**src/rtl/bpm_tracker.sv**
```systemverilog
// bpm_tracker: baton tempo estimator in the camera clock domain.
// Counts rising edges of change_in over a WINDOW_S-second window, converts
// the count to beats per minute (hits * 60/WINDOW_S), clamps it to
// [BPM_MIN, BPM_MAX] and publishes it on bpm_out. Also offers a manual
// override tempo and a default tempo, and drives a countdown LED bar.
// Optional feature macro: BPM_EMA_EN (when defined, a measured result is
// averaged with the previous tempo instead of replacing it).
// Ports:
//   clk_camera_in  - clock
//   rst_n_in       - asynchronous active-low reset
//   mode_in        - 0 idle, 1 baton measure, 2 override, 3 default
//   change_in      - baton hit level from the change detector
//   bpm_in         - manual tempo for override mode
//   bpm_out        - current tempo
//   bpm_valid_out  - one-cycle pulse after bpm_out changes value
//   busy_out       - high while a measurement window is running
//   abort_out      - one-cycle pulse when a measurement is aborted
//   led_out        - countdown bar, shifts right once per tick
module bpm_tracker #(
  parameter int unsigned CLK_HZ      = 200_000_000,
  parameter int unsigned WINDOW_S    = 15,
  parameter int unsigned LED_N       = 15,
  parameter int unsigned BPM_W       = 9,
  parameter int unsigned BPM_MIN     = 40,
  parameter int unsigned BPM_MAX     = 300,
  parameter int unsigned BPM_DEFAULT = 120,
  parameter int unsigned HOLDOFF_CYC = 0
) (
  input  logic             clk_camera_in,
  input  logic             rst_n_in,
  input  logic [1:0]       mode_in,
  input  logic             change_in,
  input  logic [BPM_W-1:0] bpm_in,
  output logic [BPM_W-1:0] bpm_out,
  output logic             bpm_valid_out,
  output logic             busy_out,
  output logic             abort_out,
  output logic [LED_N-1:0] led_out
);

  localparam int unsigned      K          = 60 / WINDOW_S;
  localparam longint unsigned  WINDOW_CYC = 64'(CLK_HZ) * 64'(WINDOW_S);
  localparam longint unsigned  TICK_CYC   = WINDOW_CYC / 64'(LED_N);
  localparam int unsigned      CYC_W      = (WINDOW_CYC > 64'd1) ? $clog2(WINDOW_CYC) : 1;
  localparam int unsigned      TICK_W     = (TICK_CYC > 64'd1) ? $clog2(TICK_CYC) : 1;
  localparam int unsigned      HO_W       = (HOLDOFF_CYC > 0) ? $clog2(HOLDOFF_CYC + 1) : 1;
  localparam int unsigned      HIT_W      = 16;
  localparam int unsigned      RAW_W      = HIT_W + $clog2(K + 1);
  localparam int unsigned      CL_W       = (RAW_W > BPM_W) ? RAW_W : BPM_W;
  localparam int unsigned      SUM_W      = BPM_W + 1;

  localparam logic [1:0] MODE_BATON    = 2'd1;
  localparam logic [1:0] MODE_OVERRIDE = 2'd2;
  localparam logic [1:0] MODE_DEFAULT  = 2'd3;

  typedef enum logic [1:0] {S_IDLE, S_MEASURE, S_RESULT} state_t;

  state_t             state_q;
  logic [1:0]         prev_mode_q;
  logic               change_q;
  logic [HO_W-1:0]    ho_q;
  logic [HIT_W-1:0]   hits_q;
  logic [CYC_W-1:0]   cyc_q;
  logic [TICK_W-1:0]  tick_q;
  logic [BPM_W-1:0]   bpm_q;
  logic [BPM_W-1:0]   bpm_prev_q;
  logic               valid_q;
  logic               busy_q;
  logic               abort_q;
  logic [LED_N-1:0]   led_q;

  logic               count_c;
  logic [RAW_W-1:0]   raw_c;
  logic [BPM_W-1:0]   meas_c;
  logic [BPM_W-1:0]   ovr_c;
  logic [BPM_W-1:0]   res_c;

  // Clamp at full width so large counts never wrap into the legal range.
  function automatic logic [BPM_W-1:0] clamp(input logic [CL_W-1:0] v);
    if (v < CL_W'(BPM_MIN)) return BPM_W'(BPM_MIN);
    if (v > CL_W'(BPM_MAX)) return BPM_W'(BPM_MAX);
    return v[BPM_W-1:0];
  endfunction

  // Hit qualification: rising edge, outside holdoff, inside a live window
  // (a same-cycle abort discards the hit).
  always_comb begin
    count_c = 1'b0;
    if (state_q == S_MEASURE && mode_in == MODE_BATON &&
        change_in && !change_q && ho_q == '0) begin
      count_c = 1'b1;
    end
  end

  // Tempo datapath: measured, override and result-write values.
  always_comb begin
    raw_c  = RAW_W'(hits_q) * RAW_W'(K);
    meas_c = clamp(CL_W'(raw_c));
    ovr_c  = clamp(CL_W'(bpm_in));
`ifdef BPM_EMA_EN
    begin
      logic [SUM_W-1:0] sum;
      sum   = SUM_W'(bpm_q) + SUM_W'(meas_c) + SUM_W'(1);
      res_c = sum[SUM_W-1:1];
    end
`else
    res_c  = meas_c;
`endif
  end

  // Control FSM with registered outputs.
  always_ff @(posedge clk_camera_in or negedge rst_n_in) begin
    if (!rst_n_in) begin
      state_q     <= S_IDLE;
      prev_mode_q <= 2'd0;
      change_q    <= 1'b0;
      ho_q        <= '0;
      hits_q      <= '0;
      cyc_q       <= '0;
      tick_q      <= '0;
      bpm_q       <= BPM_W'(BPM_DEFAULT);
      bpm_prev_q  <= BPM_W'(BPM_DEFAULT);
      valid_q     <= 1'b0;
      busy_q      <= 1'b0;
      abort_q     <= 1'b0;
      led_q       <= '0;
    end else begin
      change_q    <= change_in;
      prev_mode_q <= mode_in;
      abort_q     <= 1'b0;
      // bpm_q only moves on writes, so a one-cycle-delayed compare flags changed writes.
      bpm_prev_q  <= bpm_q;
      valid_q     <= (bpm_q != bpm_prev_q);

      if (count_c) begin
        ho_q <= HO_W'(HOLDOFF_CYC);
      end else if (ho_q != '0) begin
        ho_q <= ho_q - HO_W'(1);
      end

      case (state_q)
        S_IDLE: begin
          busy_q <= 1'b0;
          if (mode_in != MODE_BATON) led_q <= '0;
          case (mode_in)
            MODE_OVERRIDE: bpm_q <= ovr_c;
            MODE_DEFAULT:  bpm_q <= BPM_W'(BPM_DEFAULT);
            MODE_BATON: begin
              // Only a fresh entry into baton mode starts a window.
              if (prev_mode_q != MODE_BATON) begin
                state_q <= S_MEASURE;
                hits_q  <= '0;
                cyc_q   <= '0;
                tick_q  <= '0;
                led_q   <= '1;
                busy_q  <= 1'b1;
              end
            end
            default: ;
          endcase
        end

        S_MEASURE: begin
          if (mode_in != MODE_BATON) begin
            state_q <= S_IDLE;
            led_q   <= '0;
            abort_q <= 1'b1;
            busy_q  <= 1'b0;
          end else begin
            if (count_c && hits_q != 16'hFFFF) hits_q <= hits_q + HIT_W'(1);
            if (tick_q == TICK_W'(TICK_CYC - 64'd1)) begin
              tick_q <= '0;
              led_q  <= led_q >> 1;
            end else begin
              tick_q <= tick_q + TICK_W'(1);
            end
            if (cyc_q == CYC_W'(WINDOW_CYC - 64'd1)) begin
              state_q <= S_RESULT;
              busy_q  <= 1'b0;
            end else begin
              cyc_q <= cyc_q + CYC_W'(1);
            end
          end
        end

        S_RESULT: begin
          bpm_q   <= res_c;
          led_q   <= '1;
          state_q <= S_IDLE;
        end

        default: state_q <= S_IDLE;
      endcase
    end
  end

  assign bpm_out       = bpm_q;
  assign bpm_valid_out = valid_q;
  assign busy_out      = busy_q;
  assign abort_out     = abort_q;
  assign led_out       = led_q;

endmodule
```
**config.mk**
```make
export PLATFORM = sky130hd
export DESIGN_NAME = bpm_tracker
export DESIGN_NICKNAME = d
export VERILOG_FILES = /design/src/rtl/bpm_tracker.sv
export SDC_FILE = /design/constraint.sdc
export NUM_CORES = 1
export LEC_CHECK = 0
export ABC_AREA = 0
export BUFFER_PORTS_ARGS = -buffer_cell sky130_fd_sc_hd__buf_2
export CAP_MARGIN = 20
export CORE_MARGIN = 2
export CORE_UTILIZATION = 61
export CTS_CLUSTER_DIAMETER = 200
export DETAILED_ROUTE_END_ITERATION = 16
export GPL_ROUTABILITY_DRIVEN = 0
export MAX_ROUTING_LAYER = met4
export PLACE_DENSITY = 0.8
export SETUP_SLACK_MARGIN = 0.1
export SKIP_LAST_GASP = 1
export SLEW_MARGIN = 0
export SYNTH_ARGS = -nofsm -noshare
export SYNTH_HDL_FRONTEND = slang
export SYNTH_SLANG_ARGS = --single-unit
```
**constraint.sdc**
```tcl
create_clock -name clk_camera_in -period 3 [get_ports clk_camera_in]
set_input_delay 0.15 -clock clk_camera_in [delete_from_list [all_inputs] [get_ports clk_camera_in]]
set_output_delay 0.15 -clock clk_camera_in [all_outputs]
set_load 0.01 [all_outputs]
```
==> results_tabular.tex, run 1 <==
\begin{tabular}{lr}
\hline
Metric & Value \\
\hline
\multicolumn{2}{l}{\textbf{Status}} \\
Outcome & finished clean \\
\multicolumn{2}{l}{\textbf{Clocking}} \\
Setup fix buffers added after clock tree synthesis & 0 \\
Clock tree from TritonCTS & built \\
Clock sink total & 117 \\
Hold-fix buffer count after cts & 10 \\
Source-to-sink clock delay at the later pin of the worst-skew pair & 0.53 ns \\
Maximum buffer depth of the clock tree & 2 \\
Num CTS Buffers & 17 \\
Root buffer selected by CTS & sky130\_fd\_sc\_hd\_\_clkbuf\_8 \\
Maximum level of the CTS H-tree & 4 \\
Number of gates resized after cts & 0 \\
Clock-pin slew on the worst setup and hold paths & 0.06 ns \\
\multicolumn{2}{l}{\textbf{Logic synthesis}} \\
Synthesized cell area & 6180 um2 \\
Most frequently used cell type in the post-synthesis netlist & sky130\_fd\_sc\_hd\_\_dfrtp\_1 \\
Sequential fraction of the synthesis area & 0.475 \\
Number of enable flip-flop cells after synthesis & 0 \\
Cells taking the most area after synthesis & sky130\_fd\_sc\_hd\_\_dfrtp\_1, sky130\_fd\_sc\_hd\_\_a21oi\_1, sky130\_fd\_sc\_hd\_\_nor2\_1, sky130\_fd\_sc\_hd\_\_dfstp\_2, sky130\_fd\_sc\_hd\_\_xor2\_1 \\
Most common flop cell mapped by yosys & sky130\_fd\_sc\_hd\_\_dfrtp\_1 \\
Post-synth cell types & 61 \\
Synth Warn \# & 0 \\
Async S/R FF share, synth & 1.00 \\
Synthesized netlist net count & 679 \\
Cell count after synthesis & 658 \\
Cell accounting for the most synthesized area & sky130\_fd\_sc\_hd\_\_dfrtp\_1 \\
Share of the synthesized area in the top cell type & 0.441 \\
Synth top cells by count & sky130\_fd\_sc\_hd\_\_dfrtp\_1, sky130\_fd\_sc\_hd\_\_a21oi\_1, sky130\_fd\_sc\_hd\_\_nor2\_1 \\
Synthesized area per cell & 9.39 um2 \\
Post-synthesis sequential element count & 117 \\
\multicolumn{2}{l}{\textbf{Power and ir drop}} \\
Maximum vdd drop & 490 uV \\
Overall Power & 5000 uW \\
Total power divided by cell area & 690 nW/um2 \\
Standby leakage power & 0.00305 uW \\
\multicolumn{2}{l}{\textbf{Min path}} \\
Min-Delay Path Depth & 4 \\
Worst Hold Class & in2reg \\
\multicolumn{2}{l}{\textbf{STA}} \\
Final hold violations & 0 \\
Fin worst setup slack & 0.265 ns \\
Endpoints failing setup & 0 \\
Final slew viol count & 0 \\
Tcrit/Tclk final & 0.912 \\
Actual transition at the worst max-transition pin & 0.884 ns \\
Max Fclk & 366 MHz \\
Unrepaired setup endpoints after global routing & false \\
Clock period minus worst slack & 2.73 ns \\
Worst clock skew & 0.00994 ns \\
Post-route setup TNS & 0 ns \\
Remaining max-slew budget at the tightest pin & 0.405 \\
\multicolumn{2}{l}{\textbf{Placed design}} \\
Post-Place Cell Area & 6530 um2 \\
Final HPWL DP & 9.63 mm \\
Worst slack at placement & 0.301 ns \\
Count of input and output buffers & 40 \\
\multicolumn{2}{l}{\textbf{Worst setup path}} \\
Worst setup SP type & flip-flop \\
Critical Setup Path Class & reg2reg \\
Kind of end point of the critical path & flip-flop \\
Slowest stage cell on the critical path & sky130\_fd\_sc\_hd\_\_or4\_1 \\
Number of cell instances on the worst register-to-register path & 7 \\
Required time of the critical path & 3.45 ns \\
Critical path cell sequence & inv\_1 > ha\_1 > and3b\_4 > or3\_1 > or4\_1 > or3\_1 > a21oi\_1 \\
Category of cells accounting for the largest share of critical-path delay & simple AND/OR/NAND/NOR gates \\
Data arrival time at the worst-slack endpoint & 3.18 ns \\
CP max FO & 8 \\
Max stage delay on crit path & 0.68 ns \\
Most frequent CP cell & sky130\_fd\_sc\_hd\_\_or3\_1 \\
Number of cells on the critical path & 7 \\
Combined buffer and inverter count along the critical path & 1 \\
\multicolumn{2}{l}{\textbf{Final layout}} \\
Layout filler cell count & 725 \\
Design Area, Final & 7240 um2 \\
Sequential cell area & 2940 um2 \\
Post-synthesis to final-layout area growth & 17.2\% \\
Layout cells sized above 1 & 0.147 \\
Total Nets Final & 730 \\
Area taken by multi-input logic gates & 3030 um2 \\
Antenna fix cells & 0 \\
\multicolumn{2}{l}{\textbf{Detailed routing}} \\
Vias per cell & 6.46 \\
DRT antenna net count & 0 \\
Post-route DRC violation count & 0 \\
Top Layer Used & met4 \\
DRC violation total after the first TritonRoute iteration & 417 \\
Mean routed wirelength per cell & 17.9 um \\
Drt first pass iters & 5 \\
Total length of routed wires & 15.3 mm \\
WL met3 & 852 um \\
Met2 routed WL & 7.72 mm \\
Post-Route M1 WL & 6.53 mm \\
Vias & 5,515 \\
\multicolumn{2}{l}{\textbf{Global route}} \\
Antenna violations before repair & 0 \\
Pin count of the biggest net entering global routing & 68 \\
GRT Util Overall & 0.303 \\
Vias in the first global route & 5,425 \\
Grt total ovfl & 0 \\
Global-route wire length before repair & 26.0 mm \\
\multicolumn{2}{l}{\textbf{Floorplan}} \\
Top-level I/O count & 41 \\
Die Outline Area & 10,900 um2 \\
Width of the die & 105 um \\
Die Ht & 105 um \\
Initial core utilization & 0.629 \\
\# rows & 36 \\
Floorplan Core Area & 9820 um2 \\
\multicolumn{2}{l}{\textbf{Flow run}} \\
Count of max-cap constraint violations & 0 \\
\hline
\end{tabular}
layout make-up:
class,count,share of cell area
multi-input cells,491,0.419
repair buffers,64,0.0581
well taps,133,0.0230
inverters,18,0.00933
flip-flops and latches,117,0.406
clock inverters,10,0.0211
clock buffers,21,0.0634
through the flow:
step | hold WS [ns] | utilization | instances
2_1_floorplan | -0.146 | - | 658
3_3_place_gp | 0.275 | 0.665 | 813
3_5_place_dp | 0.280 | 0.665 | 813
4_1_cts | 0.0727 | 0.737 | 854
5_1_grt | 0.116 | 0.737 | 854
6_report | 0.0977 | 0.737 | 854
worst register-to-register path, stage by stage (launching register included):
cell	delay (ns)
sky130_fd_sc_hd__dfrtp_1	0.37
sky130_fd_sc_hd__inv_1	0.09
sky130_fd_sc_hd__ha_1	0.30
sky130_fd_sc_hd__and3b_4	0.24
sky130_fd_sc_hd__or3_1	0.48
sky130_fd_sc_hd__or4_1	0.68
sky130_fd_sc_hd__or3_1	0.35
sky130_fd_sc_hd__a21oi_1	0.16
state kept, by name (all words and copies together), names as in the netlist:
signal / count
cyc_q: 32
led_out: 15
tick_q: 28
state_q: 2
change_q: 1
bpm_prev_q: 9
hits_q: 16
bpm_out: 9
abort_out: 1
bpm_valid_out: 1
busy_out: 1
prev_mode_q: 2
power by group:
group	switching, uW	internal, uW	leakage (uW)
Sequential	206	1810	0.00156
Combinational	529	344	0.00118
Clock	707	1400	0.000303
worst paths after layout:
kind / startpoint / slack [ns] / endpoint
max: state_q[0]$_DFFE_PN0P_ / 0.27 / cyc_q[31]$_DFFE_PN0P_
min: bpm_in[8] / 0.1 / bpm_out[2]$_DFFE_PN0P_
max reg2reg: state_q[0]$_DFFE_PN0P_ / 0.27 / cyc_q[31]$_DFFE_PN0P_
min reg2reg: bpm_out[5]$_DFFE_PN1P_ / 0.40 / bpm_prev_q[5]$_DFF_PN1_
max in group asynchronous: rst_n_in / 1.93 / tick_q[1]$_DFFE_PN0P_
min in group asynchronous: rst_n_in / 0.28 / hits_q[15]$_DFFE_PN0P_
layout by cell type (no fill, tap or decap), types with 23 or more instances in the layout:
cell type                 netlist  routed
sky130_fd_sc_hd__nand2_1       48      48
sky130_fd_sc_hd__buf_2         10      39
sky130_fd_sc_hd__or4_1         23      23
sky130_fd_sc_hd__xor2_1        23      23
sky130_fd_sc_hd__a21oi_1       59      59
sky130_fd_sc_hd__o21ai_0       32      32
sky130_fd_sc_hd__nand4_1       31      31
sky130_fd_sc_hd__dfrtp_1      109     109
sky130_fd_sc_hd__nor2_1        57      57
sky130_fd_sc_hd__nand3_1       33      33
cell families after synthesis:
group / share of synthesized area
muxes: 0.00506
and+or+nand+nor: 0.253
xor gates and xnor gates: 0.0539
adders and majority gates: 0.0142
AOI/OAI and AO/OA: 0.164
buffers and inverters: 0.0344
DFF: 0.475
metal layers:
layer,vias up,GRT usage
met3,29,0.0767
met2,194,0.481
met4,0,0.0867
li1,2566,-
met1,2726,0.388
met5,-,-
No activity file was read; power rests on OpenSTA's default activity.
==> inputs of run 2 (changes only) <==
--- a/config.mk
+++ b/config.mk
@@ -9,12 +9,13 @@
 export BUFFER_PORTS_ARGS = -buffer_cell sky130_fd_sc_hd__buf_2
 export CAP_MARGIN = 20
 export CORE_MARGIN = 2
-export CORE_UTILIZATION = 61
+export CORE_UTILIZATION = 65
 export CTS_CLUSTER_DIAMETER = 200
 export DETAILED_ROUTE_END_ITERATION = 16
 export GPL_ROUTABILITY_DRIVEN = 0
+export HOLD_SLACK_MARGIN = 0.1
 export MAX_ROUTING_LAYER = met4
-export PLACE_DENSITY = 0.8
+export PLACE_DENSITY = 0.85
 export SETUP_SLACK_MARGIN = 0.1
 export SKIP_LAST_GASP = 1
 export SLEW_MARGIN = 0
==> constraint.sdc (replaced) <==
create_clock -name clk_camera_in -period 3.5 [get_ports clk_camera_in]
set_input_delay 0.175 -clock clk_camera_in [delete_from_list [all_inputs] [get_ports clk_camera_in]]
set_output_delay 0.175 -clock clk_camera_in [all_outputs]
set_load 0.01 [all_outputs]
==> run 2 against run 1 <==
Effect of this change: clock power down 13%; first-iteration DRC count down 11%; combinational power down 16%; critical endpoint unchanged; flip-flop and latch count unchanged; die area down 5.9%; highest routed layer unchanged; register-to-register slack better by 0.25 ns; clock skew down 0.0012 ns; design area down 0.64%; final cell count down 1.1%; non-clock buffer count down 6; via count up 2.0%.
==> results_tabular.tex, run 2 (same netlist as run 1, synthesis figures left out) <==
\begin{tabular}{lr}
\hline
Metric & Value \\
\hline
\multicolumn{2}{l}{\textbf{Detailed routing}} \\
Vias per cell & 6.66 (was 6.46) \\
DRC violation total after the first TritonRoute iteration & 373 (was 417) \\
Post-route DRC violation count & 0 (unchanged) \\
Drt first pass iters & 5 (unchanged) \\
Total length of routed wires & 15.3 mm (about the same) \\
Vias & 5,627 (was 5,515) \\
DRT antenna net count & 0 (unchanged) \\
Mean routed wirelength per cell & 18.1 um (was 17.9 um) \\
\multicolumn{2}{l}{\textbf{Final layout}} \\
Most common cell after layout, fill and taps aside & sky130\_fd\_sc\_hd\_\_dfrtp\_1 (unchanged) \\
Register name with the most flops & cyc\_q (unchanged) \\
Number of flip-flops in the largest register & 32 (unchanged) \\
Antenna fix cells & 0 (unchanged) \\
Core utilization of the finished layout & 0.778 (was 0.737) \\
Total Nets Final & 724 (was 730) \\
Layout cells sized above 1 & 0.142 (was 0.147) \\
Most used cells in the layout excluding fill and tap cells & sky130\_fd\_sc\_hd\_\_dfrtp\_1, sky130\_fd\_sc\_hd\_\_a21oi\_1, sky130\_fd\_sc\_hd\_\_nor2\_1, sky130\_fd\_sc\_hd\_\_nand2\_1, sky130\_fd\_sc\_hd\_\_buf\_2 (unchanged) \\
Post-synthesis to final-layout area growth & 16.4\% (was 17.2\%) \\
Layout filler cell count & 558 (was 725) \\
Leading registers by flop count & cyc\_q: 32 flops, tick\_q: 28 flops, hits\_q: 16 flops (unchanged) \\
Non-filler instance count after layout & 845 (was 854) \\
\multicolumn{2}{l}{\textbf{Power and ir drop}} \\
Standby leakage power & 0.00301 uW (was 0.00305 uW) \\
Maximum vdd drop & 504 uV (was 490 uV) \\
Total power divided by cell area & 598 nW/um2 (was 690 nW/um2) \\
\multicolumn{2}{l}{\textbf{Floorplan}} \\
Die Ht & 101 um (was 105 um) \\
\# rows & 35 (was 36) \\
Die Outline Area & 10,300 um2 (was 10,900 um2) \\
Width of the die & 101 um (was 105 um) \\
Initial core utilization & 0.669 (was 0.629) \\
Floorplan Core Area & 9240 um2 (was 9820 um2) \\
Top-level I/O count & 41 (unchanged) \\
\multicolumn{2}{l}{\textbf{Clocking}} \\
Hold-fix buffer count after cts & 10 (unchanged) \\
Number of gates resized after cts & 0 (unchanged) \\
Setup fix buffers added after clock tree synthesis & 0 (unchanged) \\
Maximum level of the CTS H-tree & 4 (unchanged) \\
Num CTS Buffers & 17 (unchanged) \\
Maximum buffer depth of the clock tree & 2 (unchanged) \\
Clock tree from TritonCTS & built (unchanged) \\
Source-to-sink clock delay at the later pin of the worst-skew pair & 0.53 ns (about the same) \\
Clock sink total & 117 (unchanged) \\
Clock-pin slew on the worst setup and hold paths & 0.06 ns (about the same) \\
Root buffer selected by CTS & sky130\_fd\_sc\_hd\_\_clkbuf\_8 (unchanged) \\
\multicolumn{2}{l}{\textbf{STA}} \\
Max Fclk & 335 MHz (was 366 MHz) \\
Clock period minus worst slack & 2.99 ns (was 2.73 ns) \\
Actual transition at the worst max-transition pin & 0.989 ns (was 0.884 ns) \\
Fin worst setup slack & 0.511 ns (was 0.265 ns) \\
Worst-case hold slack & 0.142 ns (was 0.0977 ns) \\
Worst clock skew & 0.00879 ns (was 0.00994 ns) \\
Final slew viol count & 0 (unchanged) \\
Post-route setup TNS & 0 ns (unchanged) \\
Unrepaired setup endpoints after global routing & false (unchanged) \\
Remaining max-slew budget at the tightest pin & 0.336 (was 0.405) \\
Tcrit/Tclk final & 0.854 (was 0.912) \\
Endpoints failing setup & 0 (unchanged) \\
Final hold violations & 0 (unchanged) \\
\multicolumn{2}{l}{\textbf{Worst setup path}} \\
Critical Setup Path Class & reg2reg (unchanged) \\
Kind of end point of the critical path & flip-flop (unchanged) \\
R2R Setup Slk & 0.51 ns (was 0.27 ns) \\
Data arrival time at the worst-slack endpoint & 3.43 ns (was 3.18 ns) \\
Worst setup SP type & flip-flop (unchanged) \\
CP max FO & 19 (was 8) \\
Required time of the critical path & 3.94 ns (was 3.45 ns) \\
\multicolumn{2}{l}{\textbf{Global route}} \\
Vias in the first global route & 5,386 (was 5,425) \\
Grt total ovfl & 0 (unchanged) \\
GRT Util Overall & 0.329 (was 0.303) \\
Pin count of the biggest net entering global routing & 76 (was 68) \\
Global-route wire length before repair & 25.8 mm (was 26.0 mm) \\
Antenna violations before repair & 0 (unchanged) \\
\multicolumn{2}{l}{\textbf{Status}} \\
Outcome & finished clean (unchanged) \\
\multicolumn{2}{l}{\textbf{Min path}} \\
Worst Hold Class & in2reg (unchanged) \\
\multicolumn{2}{l}{\textbf{Placed design}} \\
\# placed instances & 803 (was 813) \\
Worst slack at placement & 0.564 ns (was 0.301 ns) \\
Count of input and output buffers & 40 (unchanged) \\
Final HPWL DP & 9.40 mm (was 9.63 mm) \\
\multicolumn{2}{l}{\textbf{Flow run}} \\
Count of max-cap constraint violations & 0 (unchanged) \\
\hline
\end{tabular}
-- run 2: cell types whose count changed in the layout (fill, tap and decap cells not counted), sizes merged --
cell,change
buf,-6
inv,+2
clkbuf,-3
clkinvlp,+2
-- run 2: worst max-delay path: stages (launching register included) --
cell                      delay [ns]
sky130_fd_sc_hd__dfrtp_1        0.38
sky130_fd_sc_hd__inv_1          0.10
sky130_fd_sc_hd__ha_1           0.30
sky130_fd_sc_hd__and3b_4        0.24
sky130_fd_sc_hd__or3_1          0.63
sky130_fd_sc_hd__or4_1          0.71
sky130_fd_sc_hd__or3_1          0.36
sky130_fd_sc_hd__a21oi_1        0.18
-- run 2: cell type report --
class,instances,area (um2),share of cell area
Inverter,18,67.6,0.00939
Clock buffer,18,428,0.0595
Timing Repair Buffer,58,363,0.0505
Sequential cell,117,2940,0.408
Clock inverter,14,200,0.0278
Tap cell,129,161,0.0224
Multi-Input combinational cell,491,3030,0.422
-- run 2: worst paths after layout --
check,startpoint,end,depth (start not counted)
setup / recovery,state_q[0]$_DFFE_PN0P_,cyc_q[31]$_DFFE_PN0P_,7
hold / removal,bpm_in[8],bpm_out[2]$_DFFE_PN0P_,4
setup reg to reg,state_q[0]$_DFFE_PN0P_,cyc_q[31]$_DFFE_PN0P_,7
hold reg to reg,bpm_out[5]$_DFFE_PN1P_,bpm_prev_q[5]$_DFF_PN1_,0
max in group asynchronous,rst_n_in,bpm_out[5]$_DFFE_PN1P_,3
min in group asynchronous,rst_n_in,hits_q[3]$_DFFE_PN0P_,2
-- run 2: through the flow --
step / instance area [um2] / power [uW]
after floorplan: 6180 / 2180
after global placement: 6460 / 2410
after detailed placement: 6460 / 2450
after CTS: 7190 / 4300
after global routing: 7190 / 4490
final: 7190 / 4300
-- run 2: power breakdown --
group	internal, uW	total [uW]	leakage [uW]	switching, uW
sequential	1550	1730	0.00156	175
combinational	283	735	0.00115	452
clock	1180	1840	0.000298	662
total	3020	4300	0.00301	1290
-- run 2: layer usage --
| metal | track usage | up-vias | share of wire |
|---|---|---|---|
| met5 | - | - | 0 |
| met4 | 0.101 | 0 | 0.027 |
| met3 | 0.0890 | 57 | 0.062 |
| met2 | 0.522 | 258 | 0.49 |
| met1 | 0.414 | 2770 | 0.42 |
| li1 | - | 2542 | - |
